## config.mk

```make
export PLATFORM = sky130hd
export DESIGN_NAME = multicycle_control
export DESIGN_NICKNAME = d
export VERILOG_FILES = /design/src/rtl/multicycle_control_pkg.sv /design/src/rtl/multicycle_control_decode.sv /design/src/rtl/multicycle_control.sv
export SDC_FILE = /design/constraint.sdc
export NUM_CORES = 1
export LEC_CHECK = 0
export CORE_UTILIZATION = 45
export DETAILED_ROUTE_END_ITERATION = 16
export GPL_TIMING_DRIVEN = 0
export PLACE_DENSITY = 0.79
export SYNTH_ARGS = -nofsm -noshare
export SYNTH_HDL_FRONTEND = slang
export SYNTH_SLANG_ARGS = --single-unit
```

## constraint.sdc

```tcl
create_clock -name clk -period 2.4 [get_ports clk]
set_input_delay 0.36 -clock clk [delete_from_list [all_inputs] [get_ports clk]]
set_output_delay 0.36 -clock clk [all_outputs]
set_load 0.1 [all_outputs]
```

## src/rtl/multicycle_control_pkg.sv

```systemverilog
// Shared encodings for the TSC multi-cycle controller:
// opcodes, function codes, FSM states, datapath select values.
package multicycle_control_pkg;

  localparam logic [3:0] OP_BNE   = 4'd0;
  localparam logic [3:0] OP_BEQ   = 4'd1;
  localparam logic [3:0] OP_BGZ   = 4'd2;
  localparam logic [3:0] OP_BLZ   = 4'd3;
  localparam logic [3:0] OP_ADI   = 4'd4;
  localparam logic [3:0] OP_ORI   = 4'd5;
  localparam logic [3:0] OP_LHI   = 4'd6;
  localparam logic [3:0] OP_LWD   = 4'd7;
  localparam logic [3:0] OP_SWD   = 4'd8;
  localparam logic [3:0] OP_JMP   = 4'd9;
  localparam logic [3:0] OP_JAL   = 4'd10;
  localparam logic [3:0] OP_RTYPE = 4'd15;

  localparam logic [5:0] FN_ADD = 6'd0;
  localparam logic [5:0] FN_SHR = 6'd7;
  localparam logic [5:0] FN_JPR = 6'd25;
  localparam logic [5:0] FN_JRL = 6'd26;
  localparam logic [5:0] FN_WWD = 6'd28;
  localparam logic [5:0] FN_HLT = 6'd29;

  localparam logic [1:0] PC_SRC_ALU    = 2'd0;
  localparam logic [1:0] PC_SRC_ALUOUT = 2'd1;
  localparam logic [1:0] PC_SRC_JUMP   = 2'd2;
  localparam logic [1:0] PC_SRC_RS     = 2'd3;

  localparam logic [1:0] SRC_B_RT   = 2'd0;
  localparam logic [1:0] SRC_B_ONE  = 2'd1;
  localparam logic [1:0] SRC_B_SEXT = 2'd2;
  localparam logic [1:0] SRC_B_ZEXT = 2'd3;

  localparam logic [1:0] REG_DST_RT   = 2'd0;
  localparam logic [1:0] REG_DST_RD   = 2'd1;
  localparam logic [1:0] REG_DST_LINK = 2'd2;

  localparam logic [1:0] M2R_ALU = 2'd0;
  localparam logic [1:0] M2R_MDR = 2'd1;
  localparam logic [1:0] M2R_PC  = 2'd2;
  localparam logic [1:0] M2R_LHI = 2'd3;

  typedef enum logic [2:0] {
    S_IF   = 3'd0,
    S_ID   = 3'd1,
    S_EX   = 3'd2,
    S_MEM  = 3'd3,
    S_WB   = 3'd4,
    S_HALT = 3'd5
  } state_t;

  typedef struct packed {
    logic is_valid;
    logic is_rtype;
    logic is_branch;
    logic is_jump;
    logic is_jreg;
    logic is_link;
    logic is_load;
    logic is_store;
    logic is_wwd;
    logic is_hlt;
    logic is_adi;
    logic is_ori;
    logic is_lhi;
  } inst_cls_t;

endpackage

```

## src/rtl/multicycle_control_decode.sv

```systemverilog
// Instruction class decoder: opcode/func_code to one-hot
// class flags; undefined encodings leave is_valid low.
module control_decode
  import multicycle_control_pkg::*;
(
  input  logic [3:0] opcode,
  input  logic [5:0] func_code,
  output inst_cls_t  cls
);

  always_comb begin
    cls = '0;
    case (opcode)
      OP_BNE, OP_BEQ,
      OP_BGZ, OP_BLZ: cls.is_branch = 1'b1;
      OP_ADI:         cls.is_adi    = 1'b1;
      OP_ORI:         cls.is_ori    = 1'b1;
      OP_LHI:         cls.is_lhi    = 1'b1;
      OP_LWD:         cls.is_load   = 1'b1;
      OP_SWD:         cls.is_store  = 1'b1;
      OP_JMP:         cls.is_jump   = 1'b1;
      OP_JAL: begin
        cls.is_jump = 1'b1;
        cls.is_link = 1'b1;
      end
      OP_RTYPE: begin
        case (func_code)
          FN_JPR: begin
            cls.is_jump = 1'b1;
            cls.is_jreg = 1'b1;
          end
          FN_JRL: begin
            cls.is_jump = 1'b1;
            cls.is_jreg = 1'b1;
            cls.is_link = 1'b1;
          end
          FN_WWD: cls.is_wwd = 1'b1;
          FN_HLT: cls.is_hlt = 1'b1;
          default:
            cls.is_rtype = (func_code >= FN_ADD)
                         && (func_code <= FN_SHR);
        endcase
      end
      default: ;
    endcase
    cls.is_valid = cls.is_rtype | cls.is_branch
                 | cls.is_jump  | cls.is_load
                 | cls.is_store | cls.is_wwd
                 | cls.is_hlt   | cls.is_adi
                 | cls.is_ori   | cls.is_lhi;
  end

endmodule

```

## src/rtl/multicycle_control.sv

```systemverilog
// Multi-cycle IF/ID/EX/MEM/WB controller for the 16-bit TSC core
// with memory handshake and retired-instruction counter.
module multicycle_control
  import multicycle_control_pkg::*;
#(
  parameter int WORD  = 16,
  parameter int CNT_W = 16
) (
  input  logic             clk,
  input  logic             reset_n,
  input  logic [3:0]       opcode,
  input  logic [5:0]       func_code,
  input  logic             mem_ack,
  input  logic             br_cond,
  output logic             mem_read,
  output logic             mem_write,
  output logic             i_or_d,
  output logic             ir_write,
  output logic             pc_write,
  output logic [1:0]       pc_src,
  output logic             alu_mode,
  output logic             alu_src_a,
  output logic [1:0]       alu_src_b,
  output logic             reg_write,
  output logic [1:0]       reg_dst,
  output logic [1:0]       mem_to_reg,
  output logic             wwd_valid,
  output logic             is_halted,
  output logic [CNT_W-1:0] num_inst
);

  if (WORD < 16) begin : g_word_chk
    $error("multicycle_control: WORD must be >= 16");
  end

  state_t    state;
  state_t    state_nxt;
  inst_cls_t cls;
  logic      retire;

  control_decode u_decode (
    .opcode    (opcode),
    .func_code (func_code),
    .cls       (cls)
  );

  always_ff @(posedge clk or negedge reset_n) begin
    if (!reset_n) begin
      state <= S_IF;
    end else begin
      state <= state_nxt;
    end
  end

  always_ff @(posedge clk or negedge reset_n) begin
    if (!reset_n) begin
      num_inst <= '0;
    end else if (retire) begin
      num_inst <= num_inst + 1'b1;
    end
  end

  // Outputs are gated by reset_n so a pending request drops at once.
  always_comb begin
    state_nxt  = state;
    retire     = 1'b0;
    mem_read   = 1'b0;
    mem_write  = 1'b0;
    i_or_d     = 1'b0;
    ir_write   = 1'b0;
    pc_write   = 1'b0;
    pc_src     = PC_SRC_ALU;
    alu_mode   = 1'b0;
    alu_src_a  = 1'b0;
    alu_src_b  = SRC_B_RT;
    reg_write  = 1'b0;
    reg_dst    = REG_DST_RT;
    mem_to_reg = M2R_ALU;
    wwd_valid  = 1'b0;
    is_halted  = 1'b0;
    if (reset_n) begin
      unique case (state)
        S_IF: begin
          mem_read  = 1'b1;
          alu_src_b = SRC_B_ONE;
          if (mem_ack) begin
            ir_write  = 1'b1;
            pc_write  = 1'b1;
            state_nxt = S_ID;
          end
        end
        S_ID: begin
          alu_src_b = SRC_B_SEXT;
          state_nxt = S_IF;
          retire    = 1'b1;
          if (!cls.is_valid) begin
            state_nxt = S_IF;
          end else if (cls.is_hlt) begin
            state_nxt = S_HALT;
          end else if (cls.is_jump) begin
            pc_write = 1'b1;
            pc_src   = cls.is_jreg ? PC_SRC_RS
                                   : PC_SRC_JUMP;
            if (cls.is_link) begin
              reg_write  = 1'b1;
              reg_dst    = REG_DST_LINK;
              mem_to_reg = M2R_PC;
            end
          end else if (cls.is_wwd) begin
            wwd_valid = 1'b1;
          end else begin
            retire    = 1'b0;
            state_nxt = S_EX;
          end
        end
        S_EX: begin
          alu_mode  = 1'b1;
          alu_src_a = 1'b1;
          state_nxt = S_WB;
          unique case (1'b1)
            cls.is_branch: begin
              alu_src_b = SRC_B_RT;
              pc_write  = br_cond;
              pc_src    = PC_SRC_ALUOUT;
              state_nxt = S_IF;
              retire    = 1'b1;
            end
            cls.is_load, cls.is_store: begin
              alu_mode  = 1'b0;
              alu_src_b = SRC_B_SEXT;
              state_nxt = S_MEM;
            end
            cls.is_adi: alu_src_b = SRC_B_SEXT;
            cls.is_ori: alu_src_b = SRC_B_ZEXT;
            default:    alu_src_b = SRC_B_RT;
          endcase
        end
        S_MEM: begin
          i_or_d    = 1'b1;
          mem_read  = cls.is_load;
          mem_write = !cls.is_load;
          if (mem_ack) begin
            if (cls.is_load) begin
              state_nxt = S_WB;
            end else begin
              state_nxt = S_IF;
              retire    = 1'b1;
            end
          end
        end
        S_WB: begin
          reg_write = 1'b1;
          reg_dst   = cls.is_rtype ? REG_DST_RD
                                   : REG_DST_RT;
          if (cls.is_load) begin
            mem_to_reg = M2R_MDR;
          end else if (cls.is_lhi) begin
            mem_to_reg = M2R_LHI;
          end
          state_nxt = S_IF;
          retire    = 1'b1;
        end
        S_HALT: is_halted = 1'b1;
        default: state_nxt = S_IF;
      endcase
    end
  end

endmodule

```

==> reports/metrics.csv, run 1 <==
metric,value,unit
status,"complete, no violations",
overall die width,58.18,um
Power Density,929.2,nW/um2
pre-CTS setup slack,-1.554,ns
kind of critical path,input port to output pin,
Max Clock Skew,0.003672,ns
effective utilization at floorplan,0.4690,
Num Clock Sinks,19,
HP Start,num_inst[13],
post-synthesis async set-or-reset flop share,1.000,
clock slew at reported path FFs,0.10,ns
Synth Register Bits,19,
Finish-stage setup viols,0,
worst vdd ir,0.0009452,V
Pins Over Slew Limit,0,
Multi-input gate area,978.4,um2
Final Cycle Share,0.9698,
"Min Clock Period, post-route",2.327,ns
CTS tree,done,
R2R Path End,num_inst[15],
CP bufs+invs,4,
total grt overflow,0,
initial antenna violation count,0,
Post-Synth Simple-Gate Area,0.3366,
Clock Latency Late Sink,0.30,ns
cts bufs inserted,3,
via count,1511,
maxcap violations,0,
worst-path cell chain,dlygate4sd2_1 > buf_6 > buf_4 > nor2_1 > a21oi_1 > o21ai_0 > a21oi_1 > nor2_2 > buf_4,
Mapped Avg Cell Area,8.607,um2
Levels on crit path,9,
nets@finish,240,
port buffer count,47,
Post-DRT Antenna Nets,0,
number of cell rows,20,
cell area after placement,1988,um2
reg-to-reg setup timing slack,0.49,ns
Post-synth EDFFs,0,
XOR/XNOR Fraction of Synth Area,0.1101,
first-pass GRT wire length,6617,um
Via density,5.638,
worst-margin pin slew,0.9936,ns
CTS Buffer Depth,2,
Ys Warns,0,
compound-cell area share of the yosys netlist,0.1498,
Finished Layout Cells,268,
H-tree depth,1,
Yosys cell types,49,
Post-Syn Area,1420,um2
"Net Count, Synth",180,
slack of the critical path,0.07255,ns
hold path cells,1,
largest family of logic cells by synthesized area,simple AND/OR/NAND/NOR gates,
Slew headroom,0.3355,
sequential area share after synthesis,0.3348,
TNS Setup,0,ns
worst reg2reg startpoint,state[1],
Post-Place Cells,256,
Leak,0.9303,nW
layout cell share with drive strength beyond 1,0.2946,
Synth Flop Type,dfrtp_1,
CP peak stage delay,0.29,ns
fillers,256,
WP data arrival,1.97,ns
# IOs,48,
startpoint types,input port,
vias in the first global route,1391,
initial drt markers,75,
Wirelength per Cell,15.17,um
adder-cell share of the synthesized area,0.008811,
"delay-heaviest family, CP",buffers and inverters,
routed wire length,4066,um
DRC,0,
P&R area growth vs syn,49.78,%
fin area,2127,um2
Synth Instances,165,
CTS root buffer,clkbuf_4,
final hold violations,0,
Antenna Cells,0,
total core area,3028,um2
DPL Wire Length,2822,um
Achievable Freq,429.7,MHz
full die area,3384,um2
multiplexer area fraction after synthesis,0.007930,
Pwr Total,0.001977,W
critical-path cell with the highest stage delay,buf_4,
worst hold path class,flip-flop to flip-flop,
gpl congestion,0.8303,
die height,58.18,um
first drt pass iteration count,4,
CP Data Required Time,2.04,ns
largest net degree at the start of global routing,28,
register area,476.7,um2
"Endpoint, Worst Hold",num_inst[13],
gr usage total,0.2536,
RSZ-0062 raised after global routing,true,
maximum fanout along the worst path,5,
r2r worst-path depth,6,
Critical Path End Type,output pin,
-- kinds of logic after synthesis --
| group | after synthesis |
|---|---|
| compound gates | 28 |
| flops | 19 |
| xor+xnor | 17 |
| simple gates | 84 |
| mux | 1 |
| buf+inv | 15 |
| fa+ha+maj | 1 |
-- how the worst max path moves through the flow --
stage	end	start	slack, ns
floorplan	alu_mode	state[2]	-0.72
global placement	wwd_valid	reset_n	-1.52
detailed placement	wwd_valid	reset_n	-1.55
CTS	i_or_d	reset_n	0.02
global route	alu_mode	opcode[2]	-0.01
finish	alu_src_b[1]	opcode[2]	0.07
-- what timing repair did --
item                       CTS  global route
setup buffers                6             2
pin swaps                    4             2
hold endpoints to repair     0            19
setup endpoints to repair   34            11
hold buffers                 0             1
gates resized for setup    130            15
-- layer usage --
metal	part of all wire	wire length, um	track usage	up-vias
met4	0	0	0.02721	0
met5	0	0	0	-
met2	0.48	1956	0.4039	53
li1	-	-	-	720
met3	0.057	230	0.05357	0
met1	0.46	1879	0.3671	738
-- where the power goes --
part / switching (W) / leakage [nW] / internal [W]
logic: 0.000977 / 0.659 / 0.000367
clock network: 0.0000997 / 0.0177 / 0.0000622
registers: 0.0000910 / 0.253 / 0.000380
total: 0.00117 / 0.930 / 0.000809
-- cell type report --
class	instances	share of cell area
Inverter	6	0.01059
Timing Repair Buffer	56	0.2376
Clock buffer	3	0.01059
Multi-Input combinational cell	131	0.4600
Clock inverter	1	0.002353
Sequential cell	19	0.2241
Tap cell	44	0.02588
Buffer	8	0.02882
-- Yosys cell counts (all sizes together) (2+ instances only) --
| cell type | number | area [um2] |
|---|---|---|
| nand2b | 2 | 12.51 |
| nand2 | 12 | 45.04 |
| nor4 | 3 | 18.77 |
| and2 | 3 | 18.77 |
| or3 | 2 | 17.52 |
| clkbuf | 5 | 20.01 |
| and4b | 2 | 20.02 |
| nand4 | 5 | 37.53 |
| and3 | 8 | 50.05 |
| nor2 | 14 | 52.55 |
| inv | 6 | 22.52 |
| o22ai | 2 | 12.51 |
| nor3 | 7 | 35.03 |
| a21oi | 7 | 35.03 |
| nand3 | 11 | 60.06 |
| dfrtp | 19 | 475.5 |
| xnor2 | 16 | 147.7 |
| nand4b | 4 | 35.03 |
| o21ai | 7 | 35.03 |
| nor2b | 6 | 37.54 |
| buf | 4 | 31.27 |
-- state kept, by name, indices dropped and copies added (netlist names) --
name	cells
num_inst	16
state	3
-- placed cells by master, fill, tap and decap left out, drive strengths merged, types with 8 or more instances in the layout --
cell           netlist  routed
dlygate4sd2          0      10
dfrtp               19      19
nand2               12      12
xnor2               16      16
nor2                14      14
buf                  4      27
clkdlybuf4s50        0      18
clkbuf               5       9
and3                 8       8
nand3               11      11
-- metrics by stage --
step	hold slack [ns]	util
6_report	0.5015	0.7025
5_1_grt	0.5156	0.7025
4_1_cts	0.05791	0.6909
3_5_place_dp	0.4798	0.6566
3_3_place_gp	0.4746	0.6566
2_1_floorplan	0.06441	-
-- worst register-to-register path, stage by stage, from the launching register on --
cell	delay [ns]
dfrtp_1	0.56
nor2b_1	0.23
a21oi_1	0.09
o32ai_4	0.44
buf_6	0.21
nand4_2	0.13
xnor2_2	0.16
No activity file was read; power rests on OpenSTA's default activity.
==> run 2: changes to the inputs <==
--- a/config.mk
+++ b/config.mk
@@ -6,9 +6,10 @@
 export NUM_CORES = 1
 export LEC_CHECK = 0
 export CORE_UTILIZATION = 45
+export CTS_BUF_LIST = sky130_fd_sc_hd__clkbuf_16
 export DETAILED_ROUTE_END_ITERATION = 16
 export GPL_TIMING_DRIVEN = 0
-export PLACE_DENSITY = 0.79
+export PLACE_DENSITY = 0.88
 export SYNTH_ARGS = -nofsm -noshare
 export SYNTH_HDL_FRONTEND = slang
 export SYNTH_SLANG_ARGS = --single-unit
==> run 2 against run 1 <==
  * Utilization is 0.17 points lower
  * Critical endpoint is now reg_write
  * Largest power group unchanged
  * Wire length is 5.9% lower
  * Final cell count is 1.1% lower
  * Global-route usage is 1.6 points lower
  * Total power is 6.3% higher
==> reports/metrics.csv, run 2 (same netlist as run 1, synthesis figures left out) <==
metric,value,unit,change
clock slew at reported path FFs,0.05,ns,was 0.10 ns
initial drt markers,88,,was 75
Via density,5.660,,was 5.638
Final Cycle Share,0.9669,,was 0.9698
startpoint types,input port,,unchanged
TNS Setup,0,ns,unchanged
worst reg2reg startpoint,state[1],,unchanged
Num Clock Sinks,19,,unchanged
Reg with most FFs,num_inst,,unchanged
worst hold path class,input port to async pin,,was flip-flop to flip-flop
number of cell rows,20,,unchanged
first-pass GRT wire length,6182,um,was 6617 um
CTS tree,done,,unchanged
Achievable Freq,430.9,MHz,was 429.7 MHz
worst-margin pin slew,1.025,ns,was 0.9936 ns
largest net degree at the start of global routing,28,,unchanged
effective utilization at floorplan,0.4690,,unchanged
vias in the first global route,1336,,was 1391
Wirelength per Cell,14.44,um,was 15.17 um
CTS Buffer Depth,2,,unchanged
Clock Latency Late Sink,0.25,ns,was 0.30 ns
# IOs,48,,unchanged
WP data arrival,1.96,ns,was 1.97 ns
RSZ-0062 raised after global routing,false,,was true
final hold violations,0,,unchanged
total grt overflow,0,,unchanged
gpl congestion,0.8844,,was 0.8303
overall die width,58.18,um,unchanged
R2R Path End,num_inst[15],,unchanged
layout cell share with drive strength beyond 1,0.2624,,was 0.2946
DRC,0,,unchanged
kind of critical path,input port to output pin,,unchanged
"leading cell type in the layout, fill and taps excluded",dfrtp_1,,
"Min Clock Period, post-route",2.321,ns,was 2.327 ns
r2r worst-path depth,7,,was 6
Antenna Cells,0,,unchanged
routed wire length,3827,um,was 4066 um
nets@finish,237,,was 240
worst vdd ir,0.0006318,V,was 0.0009452 V
die height,58.18,um,unchanged
Largest register FFs,16,,unchanged
initial antenna violation count,0,,unchanged
H-tree depth,1,,unchanged
Leak,0.9330,nW,was 0.9303 nW
Post-DRT Antenna Nets,0,,unchanged
Finish-stage setup viols,0,,unchanged
Slew headroom,0.3145,,was 0.3355
gr usage total,0.2379,,was 0.2536
maximum fanout along the worst path,3,,was 5
Critical Path End Type,output pin,,unchanged
Max Clock Skew,0.0009711,ns,was 0.003672 ns
port buffer count,47,,unchanged
slack of the critical path,0.07938,ns,was 0.07255 ns
most frequent cells in the layout,"dfrtp_1 (19), clkdlybuf4s50_1 (18), xnor2_1 (15)",,"was clkdlybuf4s50_1 (18), dfrtp_1 (18), xnor2_1 (15)"
total core area,3028,um2,unchanged
Pwr Total,0.002101,W,was 0.001977 W
CP Data Required Time,2.04,ns,about the same
P&R area growth vs syn,49.43,%,was 49.78%
reg-to-reg setup timing slack,0.48,ns,was 0.49 ns
fillers,239,,was 256
biggest regs,"num_inst x16, state x3",,unchanged
Pins Over Slew Limit,0,,unchanged
cts bufs inserted,3,,unchanged
first drt pass iteration count,5,,was 4
maxcap violations,0,,unchanged
CTS root buffer,clkbuf_16,,was clkbuf_4
pre-CTS setup slack,-1.567,ns,was -1.554 ns
status,"complete, no violations",,unchanged
via count,1500,,was 1511
Power Density,990.1,nW/um2,was 929.2 nW/um2
full die area,3384,um2,unchanged
DPL Wire Length,2703,um,was 2822 um
run 2: report_power, final:
| part | internal (W) | switching, W |
|---|---|---|
| sequential | 0.000380 | 0.0000688 |
| combinational | 0.000340 | 0.000978 |
| clock | 0.000223 | 0.000112 |
| total | 0.000943 | 0.00116 |
run 2: through the flow:
stage,cells,cell area [um2],util,hold WS (ns)
after floorplan,165,1463,-,0.06441
after global placement,256,1988,0.6566,0.4791
after detailed placement,256,1988,0.6566,0.4871
after CTS,265,2122,0.7008,0.1125
after global routing,265,2122,0.7008,0.05751
final,265,2122,0.7008,0.04117
run 2: how the worst max path moves through the flow:
stage / end / startpoint / cells past startpoint / slack, ns
floorplan: alu_mode / state[2] / 3 / -0.72
global placement: mem_to_reg[1] / reset_n / 7 / -1.52
detailed placement: mem_to_reg[1] / reset_n / 7 / -1.57
CTS: i_or_d / reset_n / 4 / 0.005
global route: pc_write / state[0] / 5 / 0.01
finish: reg_write / func_code[5] / 7 / 0.08
run 2: area by class of cell:
type	instances	area [um2]	share of cell area
Buffer	9	63.81	0.03007
Clock buffer	3	75.07	0.03538
Clock inverter	1	5.005	0.002358
Inverter	6	22.52	0.01061
Multi-Input combinational cell	131	958.4	0.4516
Sequential cell	19	475.5	0.2241
Tap cell	44	55.05	0.02594
Timing Repair Buffer	52	466.7	0.2199
run 2: worst max-delay path, cell delays in order:
cell and delay [ns]:
dlygate4sd2_1 0.26, nand3b_1 0.25, or3_4 0.42, and4b_1 0.23
o2111ai_2 0.10, o21ai_1 0.13, buf_6 0.21
run 2: timing repair:
action,4_1_cts,5_1_grt
endpoints found under the setup margin,35,9
setup buffers,5,0
hold buffers,0,0
gates resized for setup,119,13
pin swaps,3,0
run 2: routing by layer:
| layer | routed length [um] | vias to the layer above | track usage |
|---|---|---|---|
| li1 | - | 715 | - |
| met1 | 1664 | 712 | 0.3526 |
| met2 | 1816 | 69 | 0.3596 |
| met3 | 316 | 4 | 0.04688 |
| met4 | 30 | 0 | 0.05102 |
| met5 | 0 | - | 0 |
==> run 3: changes to the inputs <==
--- a/config.mk
+++ b/config.mk
@@ -13,3 +13,4 @@
 export SYNTH_ARGS = -nofsm -noshare
 export SYNTH_HDL_FRONTEND = slang
 export SYNTH_SLANG_ARGS = --single-unit
+export TNS_END_PERCENT = 50
==> run 3 against run 2 <==
  * The run now ends with DRC left
  * Via count down 0.53%
  * Final cell count unchanged
  * Combinational power barely moved
  * Non-clock buffer count is the same
  * Sequential share of layout area increased by 0.24 points
  * Sequential cell count is the same
  * Critical endpoint is now mem_read
  * Register-to-register slack hardly changed
  * Wire length fell by 4.3%
==> reports/metrics.csv, run 3 (same netlist as run 1, synthesis figures left out) <==
metric,value,unit,change
Via density,5.630,,was 5.660
critical-path cell with the highest stage delay,buf_2,,was or3_4
overall die width,58.18,um,unchanged
maximum fanout along the worst path,5,,was 3
cell area after placement,1977,um2,was 1988 um2
worst-path cell chain,dlygate4sd2_1 > buf_6 > nor2b_1 > and3_1 > and3_1 > nor2_1 > nor2_1 > buf_2,,was dlygate4sd2_1 > nand3b_1 > or3_4 > and4b_1 > o2111ai_2 > o21ai_1 > buf_6
"leading cell type in the layout, fill and taps excluded",dfrtp_1,,unchanged
CP bufs+invs,3,,was 2
vias in the first global route,1325,,was 1336
fillers,236,,was 239
worst vdd ir,0.0006777,V,was 0.0006318 V
Reg with most FFs,num_inst,,unchanged
first drt pass iteration count,11,,was 5
sequential fraction of design power,0.216,,was 0.214
Num Clock Sinks,19,,unchanged
fin area,2100,um2,was 2122 um2
number of cell rows,20,,unchanged
"delay-heaviest family, CP",simple AND/OR/NAND/NOR gates,,unchanged
Clock Latency Late Sink,0.25,ns,about the same
status,"complete, but fails checks",,"was complete, no violations"
kind of critical path,input port to output pin,,unchanged
Power Density,990.9,nW/um2,was 990.1 nW/um2
most frequent cells in the layout,"dfrtp_1 (19), clkdlybuf4s50_1 (18), xnor2_1 (15)",,unchanged
internal power,0.0009333,W,was 0.0009426 W
full die area,3384,um2,unchanged
startpoint types,input port,,unchanged
Finished Layout Cells,265,,unchanged
CTS tree,done,,unchanged
Gate power share,0.625,,was 0.627
routed wire length,3664,um,was 3827 um
maxcap violations,0,,unchanged
Pins Over Slew Limit,0,,unchanged
gr usage total,0.2349,,was 0.2379
Post-Place Cells,256,,unchanged
via count,1492,,was 1500
gpl congestion,0.9458,,was 0.8844
WP data arrival,1.97,ns,was 1.96 ns
Clk pwr share,0.159,,about the same
Slew headroom,0.3498,,was 0.3145
Achievable Freq,428.4,MHz,was 430.9 MHz
Max Clock Skew,0.0009092,ns,was 0.0009711 ns
Largest register FFs,16,,unchanged
DPL Wire Length,2638,um,was 2703 um
Final Cycle Share,0.9727,,was 0.9669
die height,58.18,um,unchanged
port buffer count,47,,unchanged
Finish-stage setup viols,0,,unchanged
initial drt markers,80,,was 88
total grt overflow,0,,unchanged
final hold violations,0,,unchanged
P&R area growth vs syn,47.84,%,was 49.43%
switch share,0.5514,,about the same
Wirelength per Cell,13.83,um,was 14.44 um
effective utilization at floorplan,0.4690,,unchanged
Levels on crit path,8,,was 7
worst-margin pin slew,0.9723,ns,was 1.025 ns
Antenna Cells,0,,unchanged
H-tree depth,1,,unchanged
switching power of the nets,0.001147,W,was 0.001158 W
r2r worst-path depth,7,,unchanged
CTS root buffer,clkbuf_16,,unchanged
CP Data Required Time,2.04,ns,about the same
CP peak stage delay,0.42,ns,about the same
layout cell share with drive strength beyond 1,0.2443,,was 0.2624
CTS Buffer Depth,2,,unchanged
"Min Clock Period, post-route",2.334,ns,was 2.321 ns
# IOs,48,,unchanged
failing checks,DRC,,
biggest regs,"num_inst x16, state x3",,unchanged
cts bufs inserted,3,,unchanged
first-pass GRT wire length,6078,um,was 6182 um
DRC,1,,was 0
Leak,0.9310,nW,was 0.9330 nW
Post-DRT Antenna Nets,0,,unchanged
Critical Path End Type,output pin,,unchanged
initial antenna violation count,0,,unchanged
largest net degree at the start of global routing,28,,unchanged
worst hold path class,input port to async pin,,unchanged
nets@finish,237,,unchanged
clock slew at reported path FFs,0.05,ns,about the same
total core area,3028,um2,unchanged
Post-CTS Hold Buffers,0,,unchanged
[run 3: cell types whose count changed in the layout (fill, tap and decap cells not counted), sizes merged]
cell	previous run	this run
inv	6	7
clkbuf	12	11
clkinv	1	0
buf	22	23
[run 3: path summary, 6_finish.rpt]
kind | startpoint | end | slack, ns
worst min register to register | num_inst[8] | num_inst[8] | 0.49
worst max register to register | state[1] | num_inst[15] | 0.49
max in group asynchronous | reset_n | num_inst[1] | 2.10
min in group clk | num_inst[8] | num_inst[8] | 0.49
worst min-delay path | reset_n | num_inst[12] | 0.04
worst max-delay path | opcode[2] | mem_read | 0.07
[run 3: per-layer routing]
metal,wire (um),global-route usage,up-vias,share of wire
li1,-,-,717,-
met1,1595,0.3197,719,0.44
met2,1845,0.3793,54,0.50
met3,203,0.04688,2,0.055
met4,19,0.06803,0,0.0052
met5,0,0,-,0
[run 3: per-stage QoR]
step	TNS, ns	util	worst slack (ns)	hold slack (ns)	total power, W
floorplan	-2.445	-	-0.7213	0.06441	0.001450
CTS	0	0.6946	0.01473	0.1122	0.002076
finish	0	0.6934	0.06557	0.04157	0.002080
detailed placement	-32.67	0.6529	-1.531	0.4838	0.001746
global route	-0.02512	0.6934	-0.02512	0.06690	0.002180
global placement	-32.42	0.6529	-1.513	0.4775	0.001733
[run 3: power by group through the flow]
| stage | Sequential [W] | Clock (W) | Combinational [W] |
|---|---|---|---|
| after global routing | 0.000458 | 0.000354 | 0.00137 |
| after CTS | 0.000448 | 0.000337 | 0.00129 |
| after global placement | 0.000451 | 0 | 0.00128 |
| after floorplan | 0.000712 | 0 | 0.000738 |
| final | 0.000449 | 0.000331 | 0.00130 |
| after detailed placement | 0.000453 | 0 | 0.00129 |
[run 3: worst register-to-register path: stages (launching register included)]
cell	delay, ns
dfrtp_1	0.31
clkbuf_2	0.20
nor2b_1	0.22
a21oi_1	0.10
o32ai_4	0.46
buf_6	0.21
nand4_2	0.13
xnor2_2	0.15
[run 3: layout make-up]
| cell class | instances | area, um2 | area share |
|---|---|---|---|
| Multi-Input combinational cell | 131 | 943.4 | 0.4493 |
| Sequential cell | 19 | 475.5 | 0.2265 |
| Timing Repair Buffer | 52 | 462.9 | 0.2205 |
| Clock buffer | 3 | 75.07 | 0.03576 |
| Buffer | 9 | 61.31 | 0.02920 |
| Tap cell | 44 | 55.05 | 0.02622 |
| Inverter | 6 | 22.52 | 0.01073 |
| Clock inverter | 1 | 3.754 | 0.001788 |
[run 3: repair_timing]
| action | in CTS | in global routing |
|---|---|---|
| gates resized for setup | 113 | 17 |
| cloned | 0 | 0 |
| pin swaps | 3 | 0 |
| setup buffers | 5 | 0 |
| setup endpoints to repair | 34 | 13 |
